### config.mk
export PLATFORM = sky130hd
export DESIGN_NAME = gobang_move_ctrl_flat
export DESIGN_NICKNAME = d
export VERILOG_FILES = /design/src/rtl/gobang_move_ctrl_if.sv /design/src/rtl/gobang_move_ctrl.sv /design/src/flat_wrapper.sv
export SDC_FILE = /design/constraint.sdc
export NUM_CORES = 1
export LEC_CHECK = 0
export CORE_AREA = 2 2 215 217
export CTS_CLUSTER_SIZE = 16
export DETAILED_ROUTE_END_ITERATION = 12
export DIE_AREA = 0 0 217 219
export PLACE_DENSITY = 0.38
export SETUP_SLACK_MARGIN = 0.15
export SLEW_MARGIN = 20
export SYNTH_ARGS = -nofsm -noshare
export SYNTH_HDL_FRONTEND = slang
export SYNTH_SLANG_ARGS = --single-unit
### constraint.sdc
create_clock -name clock -period 3.7 [get_ports clock]
set_input_delay 0.74 -clock clock [delete_from_list [all_inputs] [get_ports clock]]
set_output_delay 0.74 -clock clock [all_outputs]
set_load 0.05 [all_outputs]
### src/rtl/gobang_move_ctrl_if.sv
// gobang_move_ctrl_if
//
// Bundles the move-request handshake and the board-memory bus of the
// gobang move controller.
//   master : requester/environment side. It drives the requests, the clear
//            and the board contents, and observes the controller outputs.
//   slave  : controller side (gobang_move_ctrl).
// Signals:
//   req[1:0], req_xy0[7:0], req_xy1[7:0]   per-player move requests ([7:4]=x, [3:0]=y)
//   clear                                  board clear request
//   board[511:0]                           board contents, cell (x,y) at bits {x,y,1'b0} +: 2
//   mem_select, mem_data, mem_we           board write port
//   mem_rst_n                              active-low clear pulse to the board memory
//   ack, accepted                          per-player completion pulse and its result
//   turn, busy, move_count                 game status
`timescale 1ns/1ps
interface gobang_move_ctrl_if;
  logic [1:0]   req;
  logic [7:0]   req_xy0;
  logic [7:0]   req_xy1;
  logic         clear;
  logic [511:0] board;
  logic [7:0]   mem_select;
  logic [1:0]   mem_data;
  logic         mem_we;
  logic         mem_rst_n;
  logic [1:0]   ack;
  logic         accepted;
  logic         turn;
  logic         busy;
  logic [8:0]   move_count;

  modport master (
    output req, req_xy0, req_xy1, clear, board,
    input  mem_select, mem_data, mem_we, mem_rst_n, ack, accepted, turn, busy, move_count
  );

  modport slave (
    input  req, req_xy0, req_xy1, clear, board,
    output mem_select, mem_data, mem_we, mem_rst_n, ack, accepted, turn, busy, move_count
  );
endinterface

### src/rtl/gobang_move_ctrl.sv
// gobang_move_ctrl
//
// Turn-based move controller for a 16x16 board of 2-bit cells
// (00 empty, 01 player 0, 10 player 1). It takes the move of the player on
// turn, checks that the target cell is empty, writes the stone with a
// single-cycle write, then pulses ack to the requester. It also runs a
// full-board clear.
//
// Ports:
//   clock  rising-edge clock
//   reset  asynchronous active-low reset
//   bus    gobang_move_ctrl_if.slave (requests, board read bus, board write
//          port, ack/accepted, turn, busy, move_count)
//
// Build option:
//   GOBANG_CLEAR_SWEEP_EN  defined   : CLEAR writes 00 to addresses 0x00..0xFF,
//                                      one per cycle (256 mem_we cycles).
//                          undefined : CLEAR pulses mem_rst_n low for one cycle.
//
// Every output comes straight from a register.
`timescale 1ns/1ps
module gobang_move_ctrl (
  input  logic              clock,
  input  logic              reset,
  gobang_move_ctrl_if.slave bus
);

  localparam logic [2:0] IDLE  = 3'd0;
  localparam logic [2:0] CHECK = 3'd1;
  localparam logic [2:0] WRITE = 3'd2;
  localparam logic [2:0] ACK   = 3'd3;
  localparam logic [2:0] CLEAR = 3'd4;

  // Extracts the 2-bit cell addressed by xy ({x,y}) from the flat board vector.
  function automatic logic [1:0] cell_at(input logic [511:0] b, input logic [7:0] xy);
    cell_at = b[{xy, 1'b0} +: 2];
  endfunction

  // One-hot ack pattern for a player id.
  function automatic logic [1:0] player_onehot(input logic p);
    player_onehot = p ? 2'b10 : 2'b01;
  endfunction

  logic [2:0] state_r;
  logic [2:0] state_nx_s;
  logic       turn_r;
  logic [1:0] armed_r;
  logic       player_r;
  logic [7:0] xy_r;
  logic       accepted_r;
  logic [1:0] ack_r;
  logic [7:0] mem_select_r;
  logic [1:0] mem_data_r;
  logic       mem_we_r;
  logic       mem_rst_n_r;
  logic       busy_r;
  logic [8:0] move_count_r;
  // Marks the final CLEAR cycle, in which the game state is re-initialised.
  logic       clear_end_r;
`ifdef GOBANG_CLEAR_SWEEP_EN
  logic [8:0] sweep_cnt_r;
`endif

  logic       start_move_s;
  logic       cell_empty_s;

  // Only the player on turn can start a move, and only once per req assertion.
  assign start_move_s = bus.req[turn_r] & armed_r[turn_r];
  assign cell_empty_s = (cell_at(bus.board, xy_r) == 2'b00);

  // Next-state selection for the move/clear sequencer.
  always_comb begin
    state_nx_s = state_r;
    case (state_r)
      IDLE: begin
        if (bus.clear) begin
          state_nx_s = CLEAR;
        end else if (start_move_s) begin
          state_nx_s = CHECK;
        end else begin
          state_nx_s = IDLE;
        end
      end
      CHECK: begin
        if (cell_empty_s) begin
          state_nx_s = WRITE;
        end else begin
          state_nx_s = ACK;
        end
      end
      WRITE: state_nx_s = ACK;
      ACK:   state_nx_s = IDLE;
      CLEAR: begin
        if (clear_end_r) begin
          state_nx_s = IDLE;
        end else begin
          state_nx_s = CLEAR;
        end
      end
      default: state_nx_s = IDLE;
    endcase
  end

  // Sequencer registers and all registered outputs.
  always_ff @(posedge clock or negedge reset) begin
    if (!reset) begin
      state_r      <= IDLE;
      turn_r       <= 1'b0;
      armed_r      <= 2'b11;
      player_r     <= 1'b0;
      xy_r         <= 8'h00;
      accepted_r   <= 1'b0;
      ack_r        <= 2'b00;
      mem_select_r <= 8'h00;
      mem_data_r   <= 2'b00;
      mem_we_r     <= 1'b0;
      mem_rst_n_r  <= 1'b1;
      busy_r       <= 1'b0;
      move_count_r <= 9'd0;
      clear_end_r  <= 1'b0;
`ifdef GOBANG_CLEAR_SWEEP_EN
      sweep_cnt_r  <= 9'd0;
`endif
    end else begin
      state_r     <= state_nx_s;
      busy_r      <= (state_nx_s != IDLE);
      // Pulsed outputs fall back to their idle level unless a state drives them.
      ack_r       <= 2'b00;
      mem_we_r    <= 1'b0;
      mem_rst_n_r <= 1'b1;
      // A player re-arms whenever its request line is seen low.
      armed_r     <= armed_r | ~bus.req;

      case (state_r)
        IDLE: begin
          if (bus.clear) begin
            clear_end_r <= 1'b0;
`ifdef GOBANG_CLEAR_SWEEP_EN
            sweep_cnt_r <= 9'd0;
`else
            mem_rst_n_r <= 1'b0;
`endif
          end else if (start_move_s) begin
            player_r         <= turn_r;
            xy_r             <= turn_r ? bus.req_xy1 : bus.req_xy0;
            armed_r[turn_r]  <= 1'b0;
          end else begin
            player_r <= player_r;
          end
        end
        CHECK: begin
          if (cell_empty_s) begin
            mem_we_r     <= 1'b1;
            mem_select_r <= xy_r;
            mem_data_r   <= {1'b0, player_r} + 2'b01;
          end else begin
            ack_r      <= player_onehot(player_r);
            accepted_r <= 1'b0;
          end
        end
        WRITE: begin
          ack_r      <= player_onehot(player_r);
          accepted_r <= 1'b1;
        end
        ACK: begin
          if (accepted_r) begin
            turn_r <= ~turn_r;
            if (move_count_r != 9'd256) begin
              move_count_r <= move_count_r + 9'd1;
            end else begin
              move_count_r <= move_count_r;
            end
          end else begin
            turn_r <= turn_r;
          end
        end
        CLEAR: begin
          if (clear_end_r) begin
            clear_end_r  <= 1'b0;
            turn_r       <= 1'b0;
            move_count_r <= 9'd0;
            armed_r      <= 2'b11;
`ifdef GOBANG_CLEAR_SWEEP_EN
          end else if (sweep_cnt_r == 9'd256) begin
            // Last write has been presented; hold one cycle before completing.
            clear_end_r <= 1'b1;
          end else begin
            mem_we_r     <= 1'b1;
            mem_select_r <= sweep_cnt_r[7:0];
            mem_data_r   <= 2'b00;
            sweep_cnt_r  <= sweep_cnt_r + 9'd1;
          end
`else
          end else begin
            // mem_rst_n was low for this single cycle; finish on the next.
            clear_end_r <= 1'b1;
          end
`endif
        end
        default: begin
          clear_end_r <= 1'b0;
        end
      endcase
    end
  end

  assign bus.mem_select = mem_select_r;
  assign bus.mem_data   = mem_data_r;
  assign bus.mem_we     = mem_we_r;
  assign bus.mem_rst_n  = mem_rst_n_r;
  assign bus.ack        = ack_r;
  assign bus.accepted   = accepted_r;
  assign bus.turn       = turn_r;
  assign bus.busy       = busy_r;
  assign bus.move_count = move_count_r;

endmodule

### src/flat_wrapper.sv
// flat-port wrapper written by rule: the top's interface ports become plain ports
module gobang_move_ctrl_flat 
  (clock, reset, bus_req, bus_req_xy0, bus_req_xy1, bus_clear, bus_board, bus_mem_select, bus_mem_data, bus_mem_we, bus_mem_rst_n, bus_ack, bus_accepted, bus_turn, bus_busy, bus_move_count);
  gobang_move_ctrl_if bus_i ();
  input  logic clock;
  input  logic reset;
  input wire logic [$bits(bus_i.req)-1:0] bus_req;
  input wire logic [$bits(bus_i.req_xy0)-1:0] bus_req_xy0;
  input wire logic [$bits(bus_i.req_xy1)-1:0] bus_req_xy1;
  input wire logic [$bits(bus_i.clear)-1:0] bus_clear;
  input wire logic [$bits(bus_i.board)-1:0] bus_board;
  output wire logic [$bits(bus_i.mem_select)-1:0] bus_mem_select;
  output wire logic [$bits(bus_i.mem_data)-1:0] bus_mem_data;
  output wire logic [$bits(bus_i.mem_we)-1:0] bus_mem_we;
  output wire logic [$bits(bus_i.mem_rst_n)-1:0] bus_mem_rst_n;
  output wire logic [$bits(bus_i.ack)-1:0] bus_ack;
  output wire logic [$bits(bus_i.accepted)-1:0] bus_accepted;
  output wire logic [$bits(bus_i.turn)-1:0] bus_turn;
  output wire logic [$bits(bus_i.busy)-1:0] bus_busy;
  output wire logic [$bits(bus_i.move_count)-1:0] bus_move_count;
  assign bus_i.req = bus_req;
  assign bus_i.req_xy0 = bus_req_xy0;
  assign bus_i.req_xy1 = bus_req_xy1;
  assign bus_i.clear = bus_clear;
  assign bus_i.board = bus_board;
  assign bus_mem_select = bus_i.mem_select;
  assign bus_mem_data = bus_i.mem_data;
  assign bus_mem_we = bus_i.mem_we;
  assign bus_mem_rst_n = bus_i.mem_rst_n;
  assign bus_ack = bus_i.ack;
  assign bus_accepted = bus_i.accepted;
  assign bus_turn = bus_i.turn;
  assign bus_busy = bus_i.busy;
  assign bus_move_count = bus_i.move_count;
  gobang_move_ctrl u_core (.clock(clock), .reset(reset), .bus(bus_i));
endmodule
**Word level (Yosys, flattened, before mapping)**

Index checks and enable logic that the tools add are counted.

- Register bits after elaboration: 41
- Word-level logic and storage cells: 85

- Add/subtract/negate cells: 2
- $lt $le $gt $ge: 2
- Equal/unequal tests: 10
- Shift operators: 1
- Muxes and demuxes: 35
- Bitwise logic cells: 8
- Reduce and logical (&&, ||, !) cells: 13

Operators with widths:

| cell | number |
|---|---|
| variable part select 512 x 10 -> 2 bit | 1 |
| 2-to-1 mux 9 bit | 3 |
| one-hot mux 9 bit (2 select lines) | 1 |
| 2-to-1 mux 1 bit | 16 |
| one-hot mux 3 bit (4 select lines) | 1 |
| 2-to-1 mux 2 bit | 5 |
| adder 9 x 1 -> 9 bit (second input constant) | 1 |
| != test 9 bit (second input constant) | 1 |
| 2-to-1 mux 8 bit | 1 |
| one-hot mux 2 bit (2 select lines) | 2 |
| equality test 3 x 2 -> 1 bit (second input constant) | 2 |
| 2-to-1 mux 3 bit | 2 |
| != test 2 x 1 -> 1 bit (second input constant) | 3 |
| AND reduction 2 bit | 3 |
| AND reduction 3 bit | 2 |
| != test 2 bit (second input constant) | 2 |
| inverter 2 bit | 2 |
| one-hot mux 1 bit (2 select lines) | 2 |
| AND reduction 4 bit | 1 |
| nonzero test 2 bit | 2 |
| equality test 3 x 1 -> 1 bit (second input constant) | 1 |
| equality test 3 bit (second input constant) | 1 |
| logical NOT 3 bit | 1 |
| inverter 1 bit | 3 |
| other kinds (12) | 12 |

**Depth between registers and ports, before layout**

Gate-level depths: netlist (run 1).

- Depth after elaboration: 9
- Mapped depth: 12

**Worst setup path after synthesis (run 1)**

Ideal clock, no wire load.

- Path kind: input -> register
- Start: input port bus_board[202]
- End: register u_core.mem_data_r[0] (netlist: u_core.bus.mem_data[0])
- Setup time: 0.125 ns
- Arrival: 2.791 ns
- Required time: 3.575 ns
- Path slack: 0.784 ns
- Stages: 8
- Cell sequence: nor3_1 -> a21oi_1 -> mux4_2 -> mux2_2 -> nor4b_1 -> o311ai_2 -> a21oi_4 -> mux2_2

- Cells in the longest elaborated chain, start to end: 3

RTL lines:

| element | line | text |
|---|---|---|
| start, declared | flat_wrapper.sv:11 | `input wire logic [$bits(bus_i.board)-1:0] bus_board;` |
| variable part select 512 x 10 -> 2 bit | gobang_move_ctrl.sv:36 | `cell_at = b[{xy, 1'b0} +: 2];` |
| logical NOT 2 bit | gobang_move_ctrl.sv:69 | `assign cell_empty_s = (cell_at(bus.board, xy_r) == 2'b00);` |
| AND reduction 2 bit (no line) | - |  |
| end signal, assigned | gobang_move_ctrl.sv:155 | `mem_data_r <= {1'b0, player_r} + 2'b01;` |
| end, declared | gobang_move_ctrl.sv:53 | `logic [1:0] mem_data_r;` |

No other way between the ends.
A chain may end at the register's enable or synchronous reset.

**Worst setup path in the final report (run 1)**

- Start: input port bus_board[332]
- End: register u_core.mem_select_r[6] (netlist: u_core.bus.mem_select[6])

- Cells in the longest elaborated chain, start to end: 3

RTL lines:

| element | line | text |
|---|---|---|
| variable part select 512 x 10 -> 2 bit | gobang_move_ctrl.sv:36 |  |
| logical NOT 2 bit | gobang_move_ctrl.sv:69 |  |
| AND reduction 2 bit (no line) | - |  |
| end signal, assigned | gobang_move_ctrl.sv:154 | `mem_select_r <= xy_r;` |
| end, declared | gobang_move_ctrl.sv:52 | `logic [7:0] mem_select_r;` |

No other way between the ends.

==> flow_summary_export.csv, run 1 <==
group,metric,value,unit
critical_path,cp-start-kind,"primary input",
global_route,grt_max_degree,49,
detailed_routing,wl_per_cell,22.8,µm
timing,maxSlewViolCount,0,
outcome,status,"finished clean",
power_and_ir_drop,p_leak,4.19,nW
critical_path,worst_ep_arrival_time,3.55,ns
final_layout,final_common_cell,"clkdlybuf4s50_1",
clocking,cts-root-buf,"clkbuf_16",
yosys,ys_warn_count,0,
global_route,grt_pass1_wl,60.3,mm
timing,timing.final.crit_share,0.913,
critical_path,slowest_delay,0.46,ns
global_route,overflow,0,
yosys,ys.flop_type,"dfrtp_1",
yosys,synth_top_area_share,0.189,
placed_design,postPlaceCellArea,11600,µm²
placed_design,port_buffers,558,
clocking,cts_max_level,2,
timing,fin_setup_tns,0,ns
timing,worst_hold_slack,0.442,ns
die,rows,78,
yosys,synthArstFlopShare,1.00,
yosys,synthCells,739,
die,initial_utilization,0.112,
timing,worstMarginPinSlew,0.675,ns
critical_path,crit_type,"in2reg",
worst_hold_path,hold_path.class,"in2async",
detailed_routing,via_count,8017,
final_layout,final_nets,1853,
clocking,cts_tree,"built",
detailed_routing,routed_wl,43.8,mm
detailed_routing,ant_nets,0,
timing,min_period,3.38,ns
timing,setup_viol,0,
yosys,avgSynthCellArea,6.81,µm²
critical_path,path_cells,"clkdlybuf4s50_1 -> o311ai_4 -> buf_4 -> o32ai_1 -> nor4_2 -> a211oi_2 -> a211oi_2 -> buf_4 -> nand3_2 -> a21oi_4 -> buf_12 -> mux2_2",
die,die_y,219,µm
placed_design,dpl.hpwl,37.7,mm
yosys,synth.largest_area_cell,"dfrtp_1",
global_route,grt_usage,0.175,
detailed_routing,routed_via_density,4.18,
critical_path,r2r_cells,10,
clocking,clk_path_buf_depth,2,
detailed_routing,drc,0,
placed_design,gp_congestion,0.875,
clocking,clk_pin_slew,0.06,ns
yosys,synth_enable_flop_cells,0,
critical_path,cpMaxStageDelayCell,"nor4_2",
flow_run,drv_cap,0,
timing,rsz0062_at_grt,"no",
die,io_pins,559,
final_layout,drive_gt1_frac,0.0910,
die,die_area,47500,µm²
clocking,ctsHoldBuffers,0,
global_route,grt_pass1_vias,8566,
detailed_routing,dr.pass1.iters,4,
power_and_ir_drop,powerDensity,528,nW/µm²
timing,max_clock_freq,296,MHz
yosys,ys_types,59,
final_layout,syn2layout_area_growth,138,%
die,die_w,217,µm
power_and_ir_drop,ir_worst_vdd,0.209,mV
die,core_area,45100,µm²
timing,clock_skew,0.00475,ns
timing,hold_viol,0,
clocking,clock_latency,0.29,ns
final_layout,fin_area,12000,µm²
critical_path,path_max_fanout,10,
clocking,clock-sinks,41,
yosys,ys_seq_area_frac,0.205,
yosys,ys_ff_latch,41,
yosys,netlist_top_cells_area,"dfrtp_1 (19%), nor3_1 (13%), nor2_1 (10%)",
yosys,netlist_area,5030,µm²
detailed_routing,drtIter0Drc,344,
timing,slew_headroom,0.549,
clocking,cts_made_buffers,5,
final_layout,most-common-layout-cells,"clkdlybuf4s50_1 (557), nor2_1 (138), nor3_1 (132)",
critical_path,end_kind,"register",
critical_path,required,3.87,ns
yosys,synthesis.nets,1274,
global_route,antenna_found_initial,1,
## repair_timing
item,CTS,global route
gates resized for setup,11,7
endpoints found under the setup margin,15,9
setup buffers,4,1
pin swaps,1,2
gates cloned,0,0
## stage by stage
step | cells | util | power [W] | worst slack, ns
finish | 1920 | 0.266 | 0.00632 | 0.321
global route | 1920 | 0.266 | 0.00682 | 0.152
CTS | 1918 | 0.265 | 0.00644 | 0.173
detailed placement | 1906 | 0.258 | 0.00571 | -0.695
global placement | 1906 | 0.258 | 0.00572 | -0.532
floorplan | 739 | - | 0.00316 | 0.784
## cells in the mapped netlist, drive strengths merged (12+ instances only)
cell type  number
a211oi         36
a21oi          59
buf            35
clkbuf         21
dfrtp          38
inv            12
nand2          26
nor2          138
nor3          133
nor3b          21
nor4           16
o211ai         12
o21ai          32
o22ai          14
o311ai         15
## path summary, 6_finish.rpt
| check | slack, ns | to | from |
|---|---|---|---|
| max | 0.32 | u_core.bus.mem_select[6] | bus_board[332] |
| min | 0.44 | u_core.bus.move_count[5] | reset |
| max reg2reg | 0.34 | u_core.bus.mem_select[6] | u_core.xy_r[2] |
| min reg2reg | 0.49 | u_core.clear_end_r | u_core.clear_end_r |
| max in group asynchronous | 2.83 | u_core.xy_r[2] | reset |
| min in group clock | 0.49 | u_core.clear_end_r | u_core.clear_end_r |
## cell families after synthesis
group                      count (synthesis)  synth area share
xor gates and xnor gates                   7            0.0122
and+or+nand+nor                          382             0.370
DFF                                       41             0.205
adders and majority gates                  2           0.00497
muxes                                     23            0.0557
buffers and inverters                     69            0.0642
AOI/OAI and AO/OA                        215             0.289
## sequential cells by signal (all words and copies together), names as in the netlist
| signal | flops |
|---|---|
| u_core.bus.move_count | 9 |
| u_core.bus.mem_select | 8 |
| u_core.xy_r | 8 |
| u_core.state_r | 3 |
| u_core.armed_r | 2 |
| u_core.bus.ack | 2 |
| u_core.bus.mem_data | 2 |
| u_core.bus.accepted | 1 |
| u_core.bus.busy | 1 |
| u_core.bus.mem_rst_n | 1 |
| u_core.bus.mem_we | 1 |
| u_core.bus.turn | 1 |
| u_core.clear_end_r | 1 |
| u_core.player_r | 1 |
## per-layer routing
layer,track usage,vias up,wire length [µm]
met5,0,-,0
met4,0.0267,0,613
met3,0.0340,29,3030
met2,0.323,333,22200
met1,0.213,3668,17900
li1,-,3987,-
## cell type report
class | count | area [µm²]
inverter | 13 | 52.6
fill | 5031 | 33100
multi-input combinational | 629 | 3770
timing repair buffer | 628 | 6170
clock inverter | 3 | 68.8
sequential | 41 | 1040
clock buffer | 5 | 125
tap | 600 | 751
antenna | 1 | 2.50
## worst max-delay path: cells and delay by family
kind | cells | cell delay [ns]
mux | 1 | 0.33
compound gates | 5 | 1.00
simple gates | 2 | 0.59
buf+inv | 4 | 0.92
## where the power goes
group,internal [W],leakage (nW),switching (W)
Combinational,0.00206,3.60,0.00277
Clock,0.000389,0.0944,0.000186
Sequential,0.000635,0.500,0.000277
Total,0.00309,4.19,0.00324
No activity file was read; power rests on OpenSTA's default activity.
==> run 2, diff against run 1 <==
- GPL_ROUTABILITY_DRIVEN: not set -> 1
==> results of run 2 <==
Same layout as run 1: the final DEF is identical, and so are final timing and power.
==> patch (config.mk and constraints of run 1) <==
The option `GOBANG_CLEAR_SWEEP_EN` is turned on by a define.
--- a/src/rtl/gobang_move_ctrl.sv
+++ b/src/rtl/gobang_move_ctrl.sv
@@ -21,2 +21,4 @@
 `timescale 1ns/1ps
+`define GOBANG_CLEAR_SWEEP_EN
+
 module gobang_move_ctrl (
Behaviour: not the same (Yosys sat finds a counterexample within 4 cycles, from zero or initial values and one cycle with reset low).
==> patch against run 1 <==
- critical path type is now register to register
- utilization grew 0.73 points
- wire length grew 7.8%
- highest routed layer is now met5
- cell area grew 2.7%
- synthesized area grew 11%
- sequential cell count grew 8
- via count grew 4.8%
- power grew 3.2%
- setup slack gained 0.011 ns
==> patch: results (changes against run 1) <==
Status
  • Status: finished, final reports clean

Yosys
  • Synth cell types: 70 (+19%)
  • Post-synthesis mux area share: 0.08692 (+0.03121)
  • Share of the synthesized area in the top cell type: 0.2106 (+0.02157)
  • Top post-synthesis cells by count: 135 x nor2_1, 102 x nor3_1, 49 x a21oi_1
  • Synth Area in Compound Gates: 0.2997 (+0.01100)
  • YS warnings: 0 (unchanged)
  • Most used DFF post-synth: dfrtp_1
  • Synth Area in XOR/XNOR: 0.01568 (+0.003495)
  • Post-synthesis adder-cell area fraction: 0.008961 (+0.003987)
  • Top post-synthesis cells by area: dfrtp_1 21%, nor3_1 9.1%, nor2_1 9.1%
  • Sequential share of the synthesized area: 0.2200 (+0.01531)
  • Net count after synthesis: 1307 (+2.6%)

Pwr
  • P_leak: 0.004460 uW (+6.4%)
  • Max VDD drop: 0.3459 mV (+66%)

Worst setup path
  • Arrival time at the worst endpoint: 3.54 ns (about the same)
  • CP max-delay cell: dfrtp_4
  • Worst-path fanout max: 18 (+8)
  • CP peak stage delay: 0.62 ns (+0.16 ns)

Place
  • Placed Area: 12110 um2 (+4.0%)
  • Dpl ws: -0.1398 ns (+0.5557 ns)
  • HPWL after detailed placement: 40460 um (+7.2%)
  • Routability congestion estimate: 0.8569 (-2.0%)
  • IO Port Bufs: 557 (-0.18%)

Detailed routing
  • Via/cell ratio: 4.322 (+3.5%)
  • Starting DRT DRC Count: 355 (+3.2%)
  • DRT Wirelength: 47210 um (+7.8%)

Global routing
  • First-pass GRT wire length: 64620 um (+7.2%)
  • GRT Util Overall: 0.1894 (+0.01416)
  • Largest net degree at the start of global routing: 44 (-10%)
  • Antenna violations before repair: 9 (+8)
  • Vias in the first global route: 8933 (+4.3%)

Layout
  • Fill count: 4945 (-1.7%)
  • Share of post-route cells with drive strength above 1: 0.07623 (-0.01474)
  • Nets: 1874 (+1.1%)
  • Multi-input gate area: 4021 um2 (+6.6%)

Timing
  • Slew headroom: 0.4644 (-0.08470)
  • Clock skew: 0.009273 ns (+0.004526 ns)

Min path
  • Worst Hold Class: register to register
patch: layout make-up:
type                            instances  area share
Antenna cell                            5    0.001016
Clock buffer                            6     0.01046
Clock inverter                          2    0.002845
Inverter                               13    0.003962
Multi-Input combinational cell        653      0.3265
Sequential cell                        49      0.1005
Tap cell                              600     0.06096
Timing Repair Buffer                  615      0.4938
patch: metal layers:
metal  routed length [um]  vias to the layer above  GRT usage
met4                  648                        6    0.03927
met2                25460                      316     0.3679
met5                   37                        -          0
li1                     -                     4097          -
met1                17810                     3945     0.2093
met3                 3256                       34    0.04061
patch: final timing paths:
path,slack (ns),from,endpoint,cells past startpoint
min,0.46,u_core.clear_end_r$_DFFE_PN0P_,u_core.clear_end_r$_DFFE_PN0P_,1
min reg2reg,0.46,u_core.clear_end_r$_DFFE_PN0P_,u_core.clear_end_r$_DFFE_PN0P_,1
min in group asynchronous,0.53,reset,u_core.bus.move_count[5]$_DFFE_PN0P_,1
max reg2reg,0.33,u_core.xy_r[0]$_DFFE_PN0P_,u_core.bus.mem_select[5]$_DFFE_PN0P_,12
max,0.33,u_core.xy_r[0]$_DFFE_PN0P_,u_core.bus.mem_select[5]$_DFFE_PN0P_,12
max in group asynchronous,2.41,reset,u_core.sweep_cnt_r[7]$_DFFE_PN0P_,2
patch: cell families (layout without fill, tap and decap cells):
family / Yosys count / after routing
other: 1 / 6
AND/OR/NAND/NOR: 363 / 363
adder cells (fa/ha/maj): 4 / 4
XOR/XNOR: 10 / 10
multiplexers: 33 / 33
flip-flops: 49 / 49
buffers and inverters: 68 / 636
AO/OA/AOI/OAI: 242 / 242
patch: critical path, delay by kind of cell, from the launching register on:
family | cells | cell delay (ns)
AO/OA/AOI/OAI | 6 | 1.13
AND/OR/NAND/NOR | 2 | 0.64
flip-flops | 1 | 0.62
buffers and inverters | 3 | 0.55
multiplexers | 1 | 0.29
patch: timing repair:
item / 4_1_cts / 5_1_grt
gates resized for setup: 1 / 3
setup endpoints to repair: 10 / 9
setup buffers: 2 / 0
patch: where the power goes:
group	internal, uW	total (uW)	switching, uW
combinational	2150	4980	2840
sequential	714	1020	308
clock	318	522	204
total	3180	6530	3350
patch: per-stage QoR:
step                std cells  setup TNS, ns  hold WS, ns  power [uW]
floorplan                 770              0       0.4301        3539
global placement         1928        -0.6802       0.4556        6079
detailed placement       1928         -1.195       0.4513        6098
CTS                      1938              0       0.4638        6678
global route             1943              0       0.5104        7023
finish                   1943              0       0.4599        6528
